`src/rtl/apsm_pkg.sv`:
```
// Shared APSM definitions: arbiter FSM encodings, rail IDs and the grant-priority rule.
package apsm_pkg;

    typedef enum logic [1:0] {
        ST_IDLE  = 2'd0,
        ST_DEAD  = 2'd1,
        ST_PULSE = 2'd2,
        ST_BLANK = 2'd3
    } apsm_state_e;

    localparam logic RAIL_5V    = 1'b0;
    localparam logic RAIL_OTHER = 1'b1;

    // An emergency-qualified rail beats the other; a tie with both requesting alternates.
    function automatic logic pick_rail(input logic req_5v, input logic req_other,
                                       input logic emerg_5v, input logic emerg_other,
                                       input logic last_grant);
        logic q_5v;
        logic q_other;
        q_5v    = req_5v & emerg_5v;
        q_other = req_other & emerg_other;
        if (q_5v != q_other) begin
            return q_other ? RAIL_OTHER : RAIL_5V;
        end else if (req_5v && req_other) begin
            return ~last_grant;
        end else begin
            return req_other ? RAIL_OTHER : RAIL_5V;
        end
    endfunction

endpackage

```
`src/rtl/apsm_phase_timer.sv`:
```
// Loadable down-counter timing one arbiter phase; done marks the last clock of the phase.
module apsm_phase_timer #(
    parameter int CNT_W = 8
) (
    input  logic             clk,
    input  logic             reset_in,
    input  logic             load,
    input  logic [CNT_W-1:0] value,
    output logic             done
);

    logic [CNT_W-1:0] cnt_q;
    logic [CNT_W-1:0] cnt_d;

    always_comb begin
        cnt_d = cnt_q;
        if (load) begin
            cnt_d = value;
        end else if (cnt_q != '0) begin
            cnt_d = cnt_q - 1'b1;
        end
    end

    always_ff @(posedge clk) begin
        if (reset_in) begin
            cnt_q <= '0;
        end else begin
            cnt_q <= cnt_d;
        end
    end

    assign done = (cnt_q == CNT_W'(1));

endmodule

```
`src/rtl/apsm_pulse_arbiter.sv`:
```
// Arbitrates two rail APSM requests onto one power stage with dead-time, fixed pulse and blanking,
// and tracks sustained contention to drive load_sharing_active back to the rail controllers.
module apsm_pulse_arbiter
    import apsm_pkg::*;
#(
    parameter int PULSE_CYCLES = 64,
    parameter int DEAD_CYCLES  = 8,
    parameter int BLANK_CYCLES = 16,
    parameter int LS_ENTER     = 4,
    parameter int LS_EXIT      = 8,
    parameter int CNT_W        = 8
) (
    input  logic clk,
    input  logic reset_in,
    input  logic req_5v,
    input  logic req_other,
    input  logic emerg_5v,
    input  logic emerg_other,
    input  logic abort,
    output logic gate_5v,
    output logic gate_other,
    output logic grant_id,
    output logic busy,
    output logic load_sharing_active
);

    localparam int SH_W = $clog2(LS_ENTER + 1);
    localparam int SO_W = $clog2(LS_EXIT + 1);

    apsm_state_e     state_q, state_d;
    logic            grant_q, grant_d;
    logic            gate_5v_q, gate_5v_d;
    logic            gate_other_q, gate_other_d;
    logic            busy_q, busy_d;
    logic            ls_q, ls_d;
    logic [SH_W-1:0] share_q, share_d;
    logic [SO_W-1:0] solo_q, solo_d;

    logic             decision;
    logic             to_blank;
    logic             tmr_load;
    logic [CNT_W-1:0] tmr_value;
    logic             tmr_done;

    apsm_phase_timer #(.CNT_W(CNT_W)) u_timer (
        .clk      (clk),
        .reset_in (reset_in),
        .load     (tmr_load),
        .value    (tmr_value),
        .done     (tmr_done)
    );

    assign decision = (state_q == ST_IDLE) && (req_5v || req_other) && !abort;

    always_comb begin
        state_d   = state_q;
        grant_d   = grant_q;
        tmr_load  = 1'b0;
        tmr_value = '0;
        to_blank  = 1'b0;
        case (state_q)
            ST_IDLE: begin
                if (decision) begin
                    grant_d  = pick_rail(req_5v, req_other, emerg_5v, emerg_other, grant_q);
                    tmr_load = 1'b1;
                    if (DEAD_CYCLES == 0) begin
                        state_d   = ST_PULSE;
                        tmr_value = CNT_W'(PULSE_CYCLES);
                    end else begin
                        state_d   = ST_DEAD;
                        tmr_value = CNT_W'(DEAD_CYCLES);
                    end
                end
            end
            ST_DEAD: begin
                if (abort) begin
                    to_blank = 1'b1;
                end else if (tmr_done) begin
                    state_d   = ST_PULSE;
                    tmr_load  = 1'b1;
                    tmr_value = CNT_W'(PULSE_CYCLES);
                end
            end
            ST_PULSE: begin
                to_blank = abort || tmr_done;
            end
            ST_BLANK: begin
                if (tmr_done) begin
                    state_d = ST_IDLE;
                end
            end
            default: state_d = ST_IDLE;
        endcase
        // A zero-length blanking window falls straight through to IDLE.
        if (to_blank) begin
            tmr_load  = 1'b1;
            tmr_value = CNT_W'(BLANK_CYCLES);
            state_d   = (BLANK_CYCLES == 0) ? ST_IDLE : ST_BLANK;
        end
    end

    always_comb begin
        share_d = share_q;
        solo_d  = solo_q;
        ls_d    = ls_q;
        if (decision) begin
            if (req_5v && req_other) begin
                share_d = (share_q == SH_W'(LS_ENTER)) ? share_q : share_q + 1'b1;
                solo_d  = '0;
                if (share_d == SH_W'(LS_ENTER)) ls_d = 1'b1;
            end else begin
                solo_d  = (solo_q == SO_W'(LS_EXIT)) ? solo_q : solo_q + 1'b1;
                share_d = '0;
                if (solo_d == SO_W'(LS_EXIT)) ls_d = 1'b0;
            end
        end
    end

    // Gates follow the registered state one clock later, so abort is masked in directly.
    always_comb begin
        gate_5v_d    = (state_q == ST_PULSE) && !abort && (grant_q == RAIL_5V);
        gate_other_d = (state_q == ST_PULSE) && !abort && (grant_q == RAIL_OTHER);
        busy_d       = (state_q != ST_IDLE);
    end

    always_ff @(posedge clk) begin
        if (reset_in) begin
            state_q      <= ST_IDLE;
            grant_q      <= RAIL_OTHER;
            gate_5v_q    <= 1'b0;
            gate_other_q <= 1'b0;
            busy_q       <= 1'b0;
            ls_q         <= 1'b0;
            share_q      <= '0;
            solo_q       <= '0;
        end else begin
            state_q      <= state_d;
            grant_q      <= grant_d;
            gate_5v_q    <= gate_5v_d;
            gate_other_q <= gate_other_d;
            busy_q       <= busy_d;
            ls_q         <= ls_d;
            share_q      <= share_d;
            solo_q       <= solo_d;
        end
    end

    assign gate_5v             = gate_5v_q;
    assign gate_other          = gate_other_q;
    assign grant_id            = grant_q;
    assign busy                = busy_q;
    assign load_sharing_active = ls_q;

endmodule

```
`config.mk`:
```
export PLATFORM = sky130hd
export DESIGN_NAME = apsm_pulse_arbiter
export DESIGN_NICKNAME = d
export VERILOG_FILES = /design/src/rtl/apsm_pkg.sv /design/src/rtl/apsm_phase_timer.sv /design/src/rtl/apsm_pulse_arbiter.sv
export SDC_FILE = /design/constraint.sdc
export NUM_CORES = 1
export LEC_CHECK = 0
export CAP_MARGIN = 20
export CORE_MARGIN = 5
export CORE_UTILIZATION = 45
export CTS_CLUSTER_SIZE = 28
export DETAILED_ROUTE_END_ITERATION = 7
export MAX_ROUTING_LAYER = met4
export PLACE_DENSITY = 0.66
export SLEW_MARGIN = 20
export SYNTH_ARGS = -nofsm -noshare
export SYNTH_HDL_FRONTEND = slang
export SYNTH_SLANG_ARGS = --single-unit
```
`constraint.sdc`:
```
create_clock -name clk -period 2.1 [get_ports clk]
set_input_delay 0.42 -clock clk [delete_from_list [all_inputs] [get_ports clk]]
set_output_delay 0.42 -clock clk [all_outputs]
set_load 0.05 [all_outputs]
```
== Word-level counts from Yosys, hierarchy flattened ==
Index checks and enable logic that the tools add are counted.

* Memory bits (writable): 0
* Memory bits (read-only): 0
* Register bits: 22
* Input port bits: 7
* Bits in latches: 0
* Output and inout bits: 5
* Memories: 0

* Multiplexer cells: 31
* Divide/modulo/power cells: 0
* Reduce and logical (&&, ||, !) cells: 18
* Eq/ne operators: 14
* Shift-type cells: 0
* $add $sub $neg: 3
* Multipliers: 0
* Bitwise operators: 3
* $lt $le $gt $ge: 0

{| class="wikitable"
|+ Operators with widths
! operator !! number
|-
| 8-bit 2-to-1 mux || 3
|-
| 7-bit 2-to-1 mux || 2
|-
| 7-bit case mux with 2 select lines || 1
|-
| 1-bit 2-to-1 mux || 12
|-
| 4-bit 2-to-1 mux || 3
|-
| 3-bit != test (second input constant) || 4
|-
| 2-bit 2-to-1 mux || 5
|-
| 4-bit == test (second input constant) || 2
|-
| 8-bit by 1-bit == test with 1-bit output (second input constant) || 1
|-
| 8-bit nonzero test || 1
|-
| 8-bit by 1-bit subtractor with 8-bit output (second input constant) || 1
|-
| 3-bit == test (second input constant) || 2
|-
| 1-bit logical AND || 6
|-
| 3-bit 2-to-1 mux || 2
|-
| 2-bit case mux with 3 select lines || 1
|-
| 2-bit nonzero test || 3
|-
| 5-bit AND reduction || 1
|-
| 4-bit by 1-bit adder with 4-bit output (second input constant) || 1
|-
| 2-bit == test (second input constant) || 2
|-
| 1-bit case mux with 2 select lines || 2
|-
| 4-bit nonzero test || 1
|-
| 3-bit by 1-bit adder with 3-bit output (second input constant) || 1
|-
| 3-bit AND reduction || 1
|-
| 1-bit AND || 2
|-
| 8 further kinds || 9
|}

== Logic depth before layout (Yosys ltp) ==
Gate-level depths: netlist of run 1.

* Depth in word-level cells: 7
* Gate-level depth with buffers: 8

== Hierarchy ==
Synthesis of run 1 repeated with hierarchy kept, for this count alone.

* Cells, all modules: 161
* Area total of the unflattened synthesis: 1373.8 um^2

{| class="wikitable"
|+ Modules (own cells, without submodules)
! module !! area each (um^2) !! times used !! sequential area each (um^2) !! cells each
|-
| apsm_pulse_arbiter || 865.8 || 1 || 280.3 || 108
|-
| apsm_phase_timer || 508.0 || 1 || 160.2 || 53
|}

== Worst setup path before layout of run 1 ==
Ideal clock, no wire load.

* Path type: register to register
* Start point: register u_timer.cnt_q[0]
* End point: register u_timer.cnt_q[6]
* Arrival: 1821 ps
* Stages on the path, launching flop included: 7
* Period minus slack after synthesis: 1880 ps
* Buffers on the path: 0
* Setup slack: 220 ps
* Required time: 2042 ps
* Setup time: 58 ps
* Path through: dfxtp_1 inv_1 ha_1 or3b_1 or4_1 a221oi_1 o221a_2

* Word-level cells in the longest chain between the ends: 6
* Elaborated cells on any way between the ends: 16

{| class="wikitable"
|+ Ends and longest elaborated chain
! what !! line !! RTL
|-
| start: declaration || apsm_phase_timer.sv:12 || <nowiki>logic [CNT_W-1:0] cnt_q;</nowiki>
|-
| start signal: assignment || apsm_phase_timer.sv:28 || <nowiki>cnt_q <= cnt_d;</nowiki>
|-
| 8-bit by 1-bit == test with 1-bit output || apsm_phase_timer.sv:32 || <nowiki>assign done = (cnt_q == CNT_W'(1));</nowiki>
|-
| 7-bit 2-to-1 mux or 1-bit 2-to-1 mux (tied branches) || apsm_pulse_arbiter.sv:78 || <nowiki>end else if (tmr_done) begin</nowiki>
|-
| 7-bit 2-to-1 mux or 1-bit 2-to-1 mux (tied branches) || apsm_pulse_arbiter.sv:76 || <nowiki>if (abort) begin</nowiki>
|-
| 7-bit case mux with 2 select lines or 1-bit case mux with 2 select lines (tied branches) || apsm_pulse_arbiter.sv:61 || <nowiki>case (state_q)</nowiki>
|-
| 8-bit 2-to-1 mux or 1-bit 2-to-1 mux (tied branches) || apsm_pulse_arbiter.sv:95 || <nowiki>if (to_blank) begin</nowiki>
|-
| 8-bit 2-to-1 mux or 2-bit nonzero test (tied branches) || -- ||
|}

Several ways; a longest one is shown, not always the timed one. The select of a mux whose other input is x is not followed.
A chain may end at the register's enable or synchronous reset.

== Worst setup path in the final report of run 1 ==
* Start point: register grant_q, in the netlist grant_id
* End point: output port grant_id

{| class="wikitable"
|+ RTL lines
! what !! line !! RTL
|-
| start: declaration || apsm_pulse_arbiter.sv:31 || <nowiki>logic grant_q, grant_d;</nowiki>
|-
| start signal: assignment || apsm_pulse_arbiter.sv:138 || <nowiki>grant_q <= grant_d;</nowiki>
|-
| end: declaration || apsm_pulse_arbiter.sv:22 || <nowiki>output logic grant_id,</nowiki>
|}

No word-level cell between the ends.

==> impl_results.md, run 1 <==
- Number of synthesized flops with an enable pin: 0
- Synth top cells by count: dfxtp_1, inv_1, ha_1, nand2_1
- Synth async-reset ratio: 0%
- Worst slew margin relative to its limit: between 60 and 70%
- Top_reg_cell synth: dfxtp_1
- Combined area of the multi-input logic cells: between 900 and 1000 um2
- Crit-path cells: clkdlybuf4s50_1
- CP bufs+invs: 1
- # rows: 20
- Die Wd: 66.10 um
- Power Density: 1230 nW/um2
- Maximum buffer depth of the clock tree: 2
- Mapped Avg Cell Area: 8.689 um2
- CP max FO: 6
- Clock root buffer: clkbuf_4
- Critical-path top delay cell: clkdlybuf4s50_1
- Via count: about 1,300
- Min-Delay Path Class: flop to flop
- Area leader, netlist: dfxtp_1
- Tmin final: between 2 and 2.5 ns
- Worst VDD drop: roughly 840 uV
- Number of global-route vias before repair: between 1,000 and 1,500
- Area grow syn2layout: 19.17%
- Area fraction of the dominant cell type after synthesis: a little under a third
- Syn Inst Count: between 150 and 200
- Synth Cell Area: between 1000 and 1500 um2
- Post-Place Cells: about 230
- Setup-failing EPs final: 0
- Die H: 66.10 um
- Fin cells: 228
- Tot GR Track Use: between 10% and 20%
- Ranking of synthesized cells by area: dfxtp_1, ha_1, a21oi_1, nor3_1, inv_1
- RSZ-0062 raised after global routing: no
- Sink Count: 22
- Slew @ Worst Pin: around 0.5 ns
- Nets: 203
- Net Count, Synth: 180
- Clk slew on worst S/H paths: roughly 0.11 ns
- # diodes: 0
- GRT overflow: 0
- Initial antenna violation count: 0
- H-tree depth: 1
- Synthesized flop and latch total: 22
- Yosys Warn Count: 0
- First drt pass iteration count: 4
- Vias/cell: 5.811
- Residual DRC: 0
- Setup Skew: about 0.0011 ns
- CP max stage delay: ~0.84 ns
- Post-CTS setup buffers: 0
- CP endpoint kind: output port
- Drt initial violations: 66
- IO Port Bufs: 11
- Fillcell total: between 200 and 300
- Slew Limit Fails: 0
- WL final: 3.278 mm
- CP Class: flop to output port
- Cell family with most CP delay: buffers and inverters
- Hold buffer count at CTS: 0
- Most common cell in the synthesized netlist: dfxtp_1
- Sequential area share after synthesis: between 30% and 40%
- DP Worst Slack: -0.1737 ns
- Post-route ant nets: 0
- CORE AREA: roughly 3000 um2
- First-pass GRT wire length: between 5 and 6 mm
- Max-cap violations: 0
- Die ar.: ~4400 um2
- Leakage: roughly 0.64 nW
- Pin count of the biggest net entering global routing: 12
- Sequential cell area: 442.9 um2
- Fin worst setup slack: 0.09952 ns
- CP startpoint kind: flop
- Highest Clock Rate: 499.9 MHz
- Layout cells sized above 1: between 10% and 20%
- Initial Util: about 47%
- Min Hold Slack: roughly 0.49 ns
- Gpl congestion: 0.8105
- Num CTS Buffers: 3
- CTS tree: built
- Arr. time, crit path: ~1.6 ns
- Outcome: finished, final reports clean
- Wire per inst: roughly 14 um
- Data required time at the worst endpoint: roughly 1.7 ns
- DPL Wire Length: about 2.5 mm
- Final Cycle Share: between 90% and 100%
- Final Hold Fails: 0
- Clk Latency, worst-skew pair: between 0.3 and 0.4 ns
- Unique masters post-synth: 54
- IO Pins: 12
## report_power, final
group	leakage, nW	switching (mW)	internal, mW
Combinational	0.446	0.662	0.559
Sequential	0.180	0.137	0.527
Clock	0.0138	0.124	0.0671
## worst min-delay path, cell delays in order (launching register included)
cell	delay (ns)
dfxtp_1	0.35
nand2_1	0.06
a21oi_1	0.05
## final cells by class
| type | instances | share of cell area, % |
|---|---|---|
| flip-flops and latches | 22 | 26.24 |
| multi-input cells | 123 | 54.19 |
| inverters | 12 | 2.669 |
| well taps | 44 | 3.262 |
| clock buffers | 3 | 1.334 |
| repair buffers | 24 | 12.31 |
## cell families (layout without fill, tap and decap cells)
logic type	Yosys count	count (layout)	synth area share, %
simple gates	59	59	24.65
compound gates	48	48	26.15
flops	22	22	31.10
buf+inv	18	39	5.388
fa+ha+maj	10	10	8.834
xor+xnor	4	4	2.473
mux	2	2	1.413
## final timing paths
| check | from | endpoint | slack (ns) | cells after the start |
|---|---|---|---|---|
| max reg2reg | state_q[1] | state_q[1] | 0.13 | 6 |
| max | grant_id | grant_id | 0.1 | 1 |
| min reg2reg | solo_q[1] | solo_q[1] | 0.49 | 2 |
| min | solo_q[1] | solo_q[1] | 0.49 | 2 |
## flip-flops by register name, indices dropped and copies added (netlist names)
signal,flops
u_timer.cnt_q,8
solo_q,4
share_q,3
state_q,2
busy,1
gate_5v,1
gate_other,1
grant_id,1
load_sharing_active,1
## metal layers
layer  routed length [um]  up-vias  GRT usage [%]
met5                    0        -              -
li1                     -      663              -
met2                 1610       25          29.00
met1                 1487      631          19.73
met4                   60        0          6.853
met3                  119        6          2.721
## per-stage QoR
stage	setup TNS (ns)	cell area [um2]	power, mW	utilization, %
after floorplan	0	1416	1.610	-
after global placement	-0.1764	1648	1.826	54.42
after detailed placement	-0.3300	1648	1.851	54.42
after CTS	0	1670	2.056	55.17
after global routing	0	1688	2.253	55.74
final	0	1688	2.076	55.74
## placed cells by master (no fill, tap or decap), types with 3 or more instances in the layout
| cell | count |
|---|---|
| a22oi_1 | 3 |
| o22ai_1 | 3 |
| xnor2_1 | 4 |
| nand2_1 | 10 |
| or4_1 | 4 |
| nand3_1 | 3 |
| nor3_1 | 9 |
| clkdlybuf4s50_1 | 11 |
| a21oi_1 | 9 |
| a211oi_1 | 3 |
| nor4b_1 | 3 |
| o21ai_0 | 4 |
| nand2b_1 | 3 |
| clkbuf_4 | 3 |
| ha_1 | 9 |
| nor2_1 | 9 |
| dfxtp_1 | 20 |
| inv_1 | 12 |
| o211ai_1 | 3 |
| buf_4 | 13 |
## what timing repair did
item	4_1_cts	5_1_grt
endpoints found under the setup margin	0	3
endpoints found under the hold margin	0	0
gates resized for setup	0	5
Note: power is estimated with default switching activity, not from simulation.
==> run 2, diff against run 1 <==
--- a/config.mk
+++ b/config.mk
@@ -14,3 +14,2 @@
 export PLACE_DENSITY = 0.66
-export SLEW_MARGIN = 20
 export SYNTH_ARGS = -nofsm -noshare
==> constraint.sdc (replaced) <==
create_clock -name clk -period 2.1 [get_ports clk]
set_input_delay 0.21 -clock clk [delete_from_list [all_inputs] [get_ports clk]]
set_output_delay 0.21 -clock clk [all_outputs]
set_load 0.05 [all_outputs]
==> run 2 against run 1 <==
Against the previous run:
- maximum frequency is essentially flat
- register-to-register slack lost 0.03 ns
- first-iteration DRC count grew 35%
- non-clock buffer count shrank 7
- sequential share of layout area grew 0.52 points
- via count shrank 1.3%
- routed wire length shrank 2.6%
- clock skew grew 0.011 ns
- sequential power is essentially flat
- largest power group unchanged
- highest routed layer unchanged
==> impl_results.md, run 2 (synthesized netlist as in run 1, its figures left out) <==
- Wire per inst: 14.39 um (was 14.38 um)
- H-tree depth: 1 (unchanged)
- WL met3: 124 um (was 119 um)
- Vias/cell: 5.892 (was 5.811)
- Leakage: 0.6116 nW (was 0.6401 nW)
- CP max stage delay: 0.58 ns (was 0.84 ns)
- Slew Limit Fails: 0 (unchanged)
- Power Density: 1275 nW/um2 (was 1230 nW/um2)
- Post-route ant nets: 0 (unchanged)
- Metal-1 WL: 1.393 mm (was 1.487 mm)
- # rows: 20 (unchanged)
- Tot Pwr: 2.104 mW (was 2.076 mW)
- Highest Clock Rate: 500.0 MHz (was 499.9 MHz)
- Clk Latency, worst-skew pair: 0.33 ns (was 0.31 ns)
- Fillcell total: 285 (was 283)
- Via count: 1,308 (was 1,325)
- Die ar.: 4369 um2 (unchanged)
- Flip-flop count of the largest register after layout: 8 (unchanged)
- CP bufs+invs: 1 (unchanged)
- Tmin final: 2.000 ns (about the same)
- Num CTS Buffers: 3 (unchanged)
- Min-Delay Path Class: flop to flop (unchanged)
- GRT overflow: 0 (unchanged)
- WL final: 3.194 mm (was 3.278 mm)
- First-pass GRT wire length: 5.416 mm (was 5.678 mm)
- Setup-failing EPs final: 0 (unchanged)
- Layout cells sized above 1: 13.48% (was 16.30%)
- IO Pins: 12 (unchanged)
- Die Wd: 66.10 um (unchanged)
- Number of global-route vias before repair: 1,241 (was 1,303)
- Fin worst setup slack: 0.1001 ns (was 0.09952 ns)
- Sink Count: 22 (unchanged)
- Cell family with most CP delay: compound AO/OA/AOI/OAI gates (was buffers and inverters)
- Cell Area, Placed: 1595 um2 (was 1648 um2)
- First drt pass iteration count: 4 (unchanged)
- CP startpoint kind: flop (unchanged)
- Largest registers: u_timer.cnt_q x8, solo_q x4, share_q x3 (unchanged)
- Maximum buffer depth of the clock tree: 2 (unchanged)
- CP Class: flop to flop (was flop to output port)
- Final Core Density: 54.50% (was 55.74%)
- Final Hold Fails: 0 (unchanged)
- CTS tree: built (unchanged)
- Initial Util: 46.78% (unchanged)
- IO Port Bufs: 11 (unchanged)
- Sequential cell area: 441.7 um2 (was 442.9 um2)
- Setup TNS: 0 ns (unchanged)
- Min Hold Slack: 0.5135 ns (was 0.4945 ns)
- Fin area: 1650 um2 (was 1688 um2)
- Max-cap violations: 0 (unchanged)
- Fin cells: 222 (was 228)
- Crit-path cells: inv_1 -> ha_2 -> or4b_2 -> o211ai_1 -> o211ai_2 -> a221oi_2 (was clkdlybuf4s50_1)
- Clock root buffer: clkbuf_4 (unchanged)
- CP max FO: 4 (was 6)
- Most frequent cells in the layout: dfxtp_1, inv_1, clkdlybuf4s50_1 (was dfxtp_1, buf_4, inv_1)
- Pin count of the biggest net entering global routing: 14 (was 12)
- DP Worst Slack: 0.04588 ns (was -0.1737 ns)
- Nets: 196 (was 203)
- Arr. time, crit path: 2.24 ns (was 1.58 ns)
- Combined area of the multi-input logic cells: 917.1 um2 (was 914.6 um2)
- Critical-path top delay cell: or4b_2 (was clkdlybuf4s50_1)
- Slew @ Worst Pin: 0.4968 ns (was 0.5029 ns)
- Area grow syn2layout: 16.52% (was 19.17%)
- Biggest register: u_timer.cnt_q (unchanged)
- Commonest non-fill, non-tap cell in the layout: dfxtp_1 (unchanged)
- Resize count post-CTS: 0 (unchanged)
- Gpl congestion: 0.8465 (was 0.8105)
- Data required time at the worst endpoint: 2.34 ns (was 1.68 ns)
- Clk slew on worst S/H paths: 0.13 ns (was 0.11 ns)
- Post-CTS setup buffers: 0 (unchanged)
- CP endpoint kind: flop (was output port)
- Worst VDD drop: 639.3 uV (was 839.5 uV)
- Post-Place Cells: 218 (was 225)
- Hold buffer count at CTS: 0 (unchanged)
- Final Cycle Share: 95.23% (was 95.26%)
- Tot GR Track Use: 16.18% (was 16.97%)
- Die H: 66.10 um (unchanged)
- WL met2: 1.618 mm (was 1.610 mm)
- Setup Skew: 0.01181 ns (was 0.001070 ns)
- # diodes: 0 (unchanged)
- Outcome: finished, final reports clean (unchanged)
- Worst slew margin relative to its limit: 66.78% (was 66.37%)
- Max layer used: met4 (unchanged)
- CORE AREA: 3028 um2 (unchanged)
- DPL Wire Length: 2.379 mm (was 2.522 mm)
- Residual DRC: 0 (unchanged)
- Drt initial violations: 89 (was 66)
- Initial antenna violation count: 0 (unchanged)
run 2: worst paths after layout:
| path | startpoint | end | slack [ns] | depth (start not counted) |
|---|---|---|---|---|
| max | u_timer.cnt_q[1] | state_q[0] | 0.10 | 6 |
| max reg2reg | u_timer.cnt_q[1] | state_q[0] | 0.10 | 6 |
| min | solo_q[1] | solo_q[1] | 0.51 | 2 |
| min reg2reg | solo_q[1] | solo_q[1] | 0.51 | 2 |
run 2: final cells by class:
cell class	instances	share of cell area, %
clock buffers	4	2.199
inverters	12	2.729
multi-input cells	123	55.57
flip-flops and latches	22	26.76
well taps	44	3.336
repair buffers	17	9.401
run 2: worst min-delay path, stage by stage, from the launching register on:
cell and delay (ns):
dfxtp_1 0.36, nand2_1 0.07, a21oi_1 0.05
run 2: per-layer routing:
metal,GRT usage [%],vias up
met5,-,-
li1,-,650
met4,7.360,0
met3,2.211,5
met2,26.39,26
met1,19.75,627
run 2: power breakdown:
group | total (mW) | leakage, nW | internal, mW | switching (mW)
clock network | 0.248 | 0.0210 | 0.106 | 0.142
registers | 0.662 | 0.180 | 0.525 | 0.137
logic | 1.19 | 0.411 | 0.535 | 0.659
